File: src/rtl/m_dmux16_router.sv
// m_dmux16_router: 1-to-2 demultiplexing router with a one-word holding register per channel.
//
// An upstream word (i_data, i_valid / o_ready) is steered by i_sel to channel A (0) or B (1).
// Each channel is a single-entry buffer with an EMPTY/FULL state. A channel can accept a new
// word in the same cycle it hands its current word downstream, so a channel whose downstream is
// always ready sustains one word per cycle. The two channels drain independently of each other.
//
// Ports:
//   i_clk                  clock, all state updates on its rising edge
//   i_rst                  synchronous active-high reset
//   i_data [WIDTH-1:0]     upstream word
//   i_sel                  destination select, 0 = A, 1 = B
//   i_valid                upstream word valid
//   o_ready                offered word can be accepted (does not depend on i_valid)
//   o_a, o_b               held word per channel (keeps the last loaded value while EMPTY)
//   o_a_valid, o_b_valid   channel FULL
//   i_a_ready, i_b_ready   downstream ready per channel
//   o_a_count, o_b_count   completed downstream transfers per channel (mod 256)
//
// Build option: define DMUX16_ROUTER_COUNT_EN to include the transfer counters. Without it the
// counters are left out and both count outputs are tied to zero.

module m_dmux16_router #(
    parameter int unsigned WIDTH = 16
) (
    input  logic             i_clk,
    input  logic             i_rst,
    input  logic [WIDTH-1:0] i_data,
    input  logic             i_sel,
    input  logic             i_valid,
    output logic             o_ready,
    output logic [WIDTH-1:0] o_a,
    output logic [WIDTH-1:0] o_b,
    output logic             o_a_valid,
    output logic             o_b_valid,
    input  logic             i_a_ready,
    input  logic             i_b_ready,
    output logic [7:0]       o_a_count,
    output logic [7:0]       o_b_count
);

    localparam logic StEmpty = 1'b0;
    localparam logic StFull  = 1'b1;

    logic             a_state_q, a_state_d;
    logic             b_state_q, b_state_d;
    logic [WIDTH-1:0] a_data_q, a_data_d;
    logic [WIDTH-1:0] b_data_q, b_data_d;

    logic a_can_load, b_can_load;
    logic a_load, b_load;
    logic a_drain, b_drain;

    // A channel can take a word if it is empty or is emptying this very cycle.
    always_comb begin
        a_can_load = (a_state_q == StEmpty) || i_a_ready;
        b_can_load = (b_state_q == StEmpty) || i_b_ready;
        o_ready    = i_sel ? b_can_load : a_can_load;

        a_load  = i_valid && a_can_load && !i_sel;
        b_load  = i_valid && b_can_load && i_sel;
        a_drain = (a_state_q == StFull) && i_a_ready;
        b_drain = (b_state_q == StFull) && i_b_ready;
    end

    always_comb begin
        a_state_d = a_state_q;
        a_data_d  = a_data_q;
        if (a_load) begin
            a_state_d = StFull;
            a_data_d  = i_data;
        end else if (a_drain) begin
            a_state_d = StEmpty;
        end

        b_state_d = b_state_q;
        b_data_d  = b_data_q;
        if (b_load) begin
            b_state_d = StFull;
            b_data_d  = i_data;
        end else if (b_drain) begin
            b_state_d = StEmpty;
        end
    end

    // Reset has priority: no load and no transfer completes on a reset edge.
    always_ff @(posedge i_clk) begin
        if (i_rst) begin
            a_state_q <= StEmpty;
            b_state_q <= StEmpty;
            a_data_q  <= '0;
            b_data_q  <= '0;
        end else begin
            a_state_q <= a_state_d;
            b_state_q <= b_state_d;
            a_data_q  <= a_data_d;
            b_data_q  <= b_data_d;
        end
    end

    assign o_a       = a_data_q;
    assign o_b       = b_data_q;
    assign o_a_valid = (a_state_q == StFull);
    assign o_b_valid = (b_state_q == StFull);

`ifdef DMUX16_ROUTER_COUNT_EN
    logic [7:0] a_count_q, a_count_d;
    logic [7:0] b_count_q, b_count_d;

    // 8-bit counters wrap 255 -> 0 naturally.
    always_comb begin
        a_count_d = a_drain ? a_count_q + 8'd1 : a_count_q;
        b_count_d = b_drain ? b_count_q + 8'd1 : b_count_q;
    end

    always_ff @(posedge i_clk) begin
        if (i_rst) begin
            a_count_q <= '0;
            b_count_q <= '0;
        end else begin
            a_count_q <= a_count_d;
            b_count_q <= b_count_d;
        end
    end

    assign o_a_count = a_count_q;
    assign o_b_count = b_count_q;
`else
    assign o_a_count = 8'd0;
    assign o_b_count = 8'd0;
`endif

endmodule

File: config.mk
export PLATFORM = sky130hd
export DESIGN_NAME = m_dmux16_router
export DESIGN_NICKNAME = d
export VERILOG_FILES = /design/src/rtl/m_dmux16_router.sv
export SDC_FILE = /design/constraint.sdc
export NUM_CORES = 1
export LEC_CHECK = 0
export ABC_AREA = 1
export BUFFER_PORTS_ARGS = -buffer_cell sky130_fd_sc_hd__buf_4
export CAP_MARGIN = 15
export CORE_MARGIN = 10
export CORE_UTILIZATION = 52
export CTS_CLUSTER_SIZE = 8
export DETAILED_ROUTE_END_ITERATION = 8
export GPL_ROUTABILITY_DRIVEN = 0
export HOLD_SLACK_MARGIN = 0.12
export MAX_ROUTING_LAYER = met4
export PLACE_DENSITY = 0.84
export SETUP_SLACK_MARGIN = 0.2
export SYNTH_ARGS = -nofsm -noshare
export SYNTH_HDL_FRONTEND = slang
export SYNTH_SLANG_ARGS = --single-unit
File: constraint.sdc
create_clock -name i_clk -period 2.5 [get_ports i_clk]
set_input_delay 0.375 -clock i_clk [delete_from_list [all_inputs] [get_ports i_clk]]
set_output_delay 0.375 -clock i_clk [all_outputs]
set_load 0.01 [all_outputs]
==> Flow_metrics.wiki <==
{| class="wikitable"
! Metric !! Value
|-
| Full die area || 6410 µm²
|-
| Static Leakage || 0.00137 µW
|-
| Share of synthesized area spent on multiplexers || 0%
|-
| Vias per cell || 4.38
|-
| Die height || 80.0 µm
|-
| Total clock buffers created by CTS || 5
|-
| Inserted Diodes || 0
|-
| Setup total negative slack || 0 ns
|-
| Max-slew headroom at the worst pin || 41.4%
|-
| Distinct cell type count after synthesis || 15
|-
| Leading cell types by total area after synthesis || sky130_fd_sc_hd__dfxtp_1 (36%), sky130_fd_sc_hd__inv_1 (17%), sky130_fd_sc_hd__nand2_1 (13%)
|-
| Final worst clock skew || 0.0102 ns
|-
| Share of the clock period used by the worst path after layout || 64.9%
|-
| Main combinational cell family by area after synthesis || simple AND/OR/NAND/NOR gates
|-
| Netlist area before placement || 1870 µm²
|-
| Count of max-cap constraint violations || 0
|-
| Count of buffers inserted at the top-level ports || 56
|-
| Critical path, cell by cell || nand2_2 -> nand2_1 -> nand2_1 -> buf_4
|-
| Sink of the worst hold path || o_b[10]
|-
| Global routing usage summed across all routing layers || 14.1%
|-
| # rows || 21
|-
| Synth Area in Simple Gates || 34.9%
|-
| Number of buffers added to fix hold violations after cts || 0
|-
| Maximum single-stage delay on the critical path || 0.36 ns
|-
| Top-area cell type share of the netlist area || 36.3%
|-
| Crit-path most repeated cell || sky130_fd_sc_hd__nand2_1
|-
| Clock input transition at the sequential cells of the worst setup and hold paths || 0.10 ns
|-
| Clock insertion delay at the later pin of the skew report || 0.33 ns
|-
| Max Buffers Root-to-Sink || 2
|-
| WL/cell || 11.4 µm
|-
| Filler cell count in the final layout || 345
|-
| Pin count of the biggest net entering global routing || 35
|-
| Clock tree root driver cell || sky130_fd_sc_hd__clkbuf_4
|-
| Number of global-route vias before repair || 1683
|-
| Growth of design area from synthesis to finish || 21.6%
|-
| Starting Density || 54.9%
|-
| Cts repair resizes || 0
|-
| Leading area contributor after synthesis || sky130_fd_sc_hd__dfxtp_1
|-
| Status || finished, final reports clean
|-
| Final Hold Viols || 0
|-
| Flop pwr share || 47.5%
|-
| Startpoint of the most critical register-to-register path || o_b_valid
|-
| Worst slew pin tran || 0.873 ns
|-
| Worst Hold Launch || i_data[10]
|-
| Number of synthesized register bits || 34
|-
| TritonCTS clock tree || built
|-
| Endpoint of the lowest-slack register-to-register path || o_b[3]
|-
| Drt first pass iters || 4
|-
| NetSw || 352 µW
|-
| P per Cell Area || 554 nW/µm²
|-
| Setup violations, final || 0
|-
| Iteration-0 DRC count of the detailed router || 101
|-
| Signal arrival time at the worst endpoint || 1.25 ns
|-
| Maximum vdd ir drop || 0.000276 V
|-
| FF-to-FF path depth || 5
|-
| Max-slew violation total from the final report || 0
|-
| Cell count after synthesis || 290
|-
| Adder and majority gate portion of the synthesized area || 0%
|-
| Hold WC Path Type || input pin to register
|-
| Total power consumption of the routed design || 1260 µW
|-
| Net switching fraction of the power || 27.9%
|-
| Final #Nets || 360
|-
| Number of buffer and inverter stages on the critical path || 1
|-
| Largest fanout on the critical path || 19
|-
| Worst reg2reg setup slack || 1.28 ns
|-
| Remaining number of nets flagged by the antenna check after routing || 0
|-
| Die width || 80.0 µm
|-
| Sequential fraction of the synthesis area || 36.3%
|-
| Power share of the combinational group || 21.8%
|-
| Vias || 1686
|-
| Yosys synthesis warning count || 0
|-
| Achievable clock frequency || 616 MHz
|-
| Mean instance size in the synthesized netlist || 6.46 µm²
|-
| Overflow left after global routing || 0
|-
| Worst hold stages || 5
|-
| Fraction of final layout cells sized beyond drive strength 1 || 21.5%
|-
| Worst path required time || 2.12 ns
|-
| Critical Setup Path Class || register to output pin
|-
| Xor/xnor cell area share of the yosys netlist || 0%
|-
| Cell-internal power || 910 µW
|-
| I/O pin count || 73
|-
| Number of sinks driven by the clock tree || 34
|-
| Number of setup buffers added after CTS || 0
|-
| Remaining design rule violation count || 0
|-
| Total Routed Length || 4380 µm
|-
| Clk pwr share || 30.7%
|-
| Core Footprint || 3420 µm²
|-
| RSZ-0062 raised after global routing || false
|-
| Kind of cell adding the most delay to the critical path || simple AND/OR/NAND/NOR gates
|-
| Detailed placer's ending HPWL || 3330 µm
|-
| Antenna violations before repair || 0
|-
| Worst Hold Slack || 0.387 ns
|-
| Category of the worst setup path launch point || register
|-
| Final core occ || 66.7%
|-
| Critical Path Slowest Stage Cell || sky130_fd_sc_hd__dfxtp_1
|-
| First-pass GRT wire length || 7330 µm
|-
| Compound-Gate Fraction of Synth Area || 0%
|-
| Minimum clock period after layout || 1.62 ns
|-
| H-tree depth || 2
|-
| CP Capture Type || output pin
|}
power by group through the flow:
stage               Sequential [µW]  Combinational [µW]  Clock, µW
global route                    604                 315        416
detailed placement              612                 277          0
global placement                611                 272          0
finish                          600                 275        387
CTS                             600                 278        395
floorplan                       629                 174          0
kinds of logic after synthesis:
logic type | Yosys count
buf+inv | 116
flops | 34
other cells | 1
simple gates | 139
metrics by stage:
| stage | std cells | worst slack, ns | area, µm² |
|---|---|---|---|
| global route | 385 | 0.780 | 2280 |
| CTS | 385 | 0.866 | 2280 |
| global placement | 377 | 0.930 | 2200 |
| detailed placement | 377 | 0.900 | 2200 |
| floorplan | 305 | 1.22 | 1930 |
| finish | 385 | 0.877 | 2280 |
sequential cells by signal, indices dropped and copies added (netlist names):
register and count:
o_b 16, o_b_valid 1, o_a 16, o_a_valid 1
worst reg2reg max path: stages (launching register included):
cell                      delay, ns
sky130_fd_sc_hd__dfxtp_1       0.33
sky130_fd_sc_hd__nand2_2       0.30
sky130_fd_sc_hd__nand3_4       0.27
sky130_fd_sc_hd__nand2_1       0.12
sky130_fd_sc_hd__inv_1         0.04
sky130_fd_sc_hd__nor2_1        0.10
cell usage after synthesis:
cell                       count
sky130_fd_sc_hd__nand4_1      32
sky130_fd_sc_hd__clkbuf_1      3
sky130_fd_sc_hd__nand3_4       2
sky130_fd_sc_hd__nor2_1       32
sky130_fd_sc_hd__clkinv_1      1
sky130_fd_sc_hd__conb_1        1
sky130_fd_sc_hd__nand2_4       1
sky130_fd_sc_hd__nand2_1      65
sky130_fd_sc_hd__buf_6         3
sky130_fd_sc_hd__dfxtp_1      34
sky130_fd_sc_hd__nand2_2       7
sky130_fd_sc_hd__inv_8         1
sky130_fd_sc_hd__buf_4        16
sky130_fd_sc_hd__inv_1        84
sky130_fd_sc_hd__buf_2         8
placed cells by master (no fill, tap or decap), types with 2 or more instances in the layout:
| cell type | synthesis | final |
|---|---|---|
| sky130_fd_sc_hd__nand2_1 | 65 | 65 |
| sky130_fd_sc_hd__nand3_4 | 2 | 2 |
| sky130_fd_sc_hd__conb_1 | 1 | 16 |
| sky130_fd_sc_hd__inv_1 | 84 | 84 |
| sky130_fd_sc_hd__dfxtp_1 | 34 | 34 |
| sky130_fd_sc_hd__nand2_2 | 7 | 7 |
| sky130_fd_sc_hd__nor2_1 | 32 | 32 |
| sky130_fd_sc_hd__buf_4 | 16 | 56 |
| sky130_fd_sc_hd__nand4_1 | 32 | 32 |
| sky130_fd_sc_hd__clkbuf_4 | 0 | 5 |
| sky130_fd_sc_hd__clkbuf_1 | 3 | 2 |
cell type report:
type	count	area, µm²	area share [%]
clock buffers	7	45.0	1.98
clock inverters	1	30.0	1.32
inverters	86	330	14.5
multi-input cells	155	714	31.4
flip-flops and latches	34	681	29.9
well taps	46	57.6	2.53
repair buffers	56	420	18.5
per-layer routing:
metal  track usage [%]  vias to the layer above  part of all wire (%)  wire, µm
met1              15.3                      708                    44      1910
met4              2.99                        0                  0.98        43
met5                 -                        -                     0         0
met2              22.8                       63                    46      2000
li1                  -                      908                     -         -
met3              6.64                        7                   9.6       422
worst max path at each step:
stage / startpoint / to / cells after the start
final: o_b_valid / o_ready / 4
after global routing: o_b_valid / o_ready / 4
after CTS: o_b_valid / o_ready / 4
after detailed placement: i_rst / o_b[9] / 4
after global placement: i_rst / o_b[5] / 4
after floorplan: i_b_ready / o_ready / 5
(Power assumes the default switching activity.)
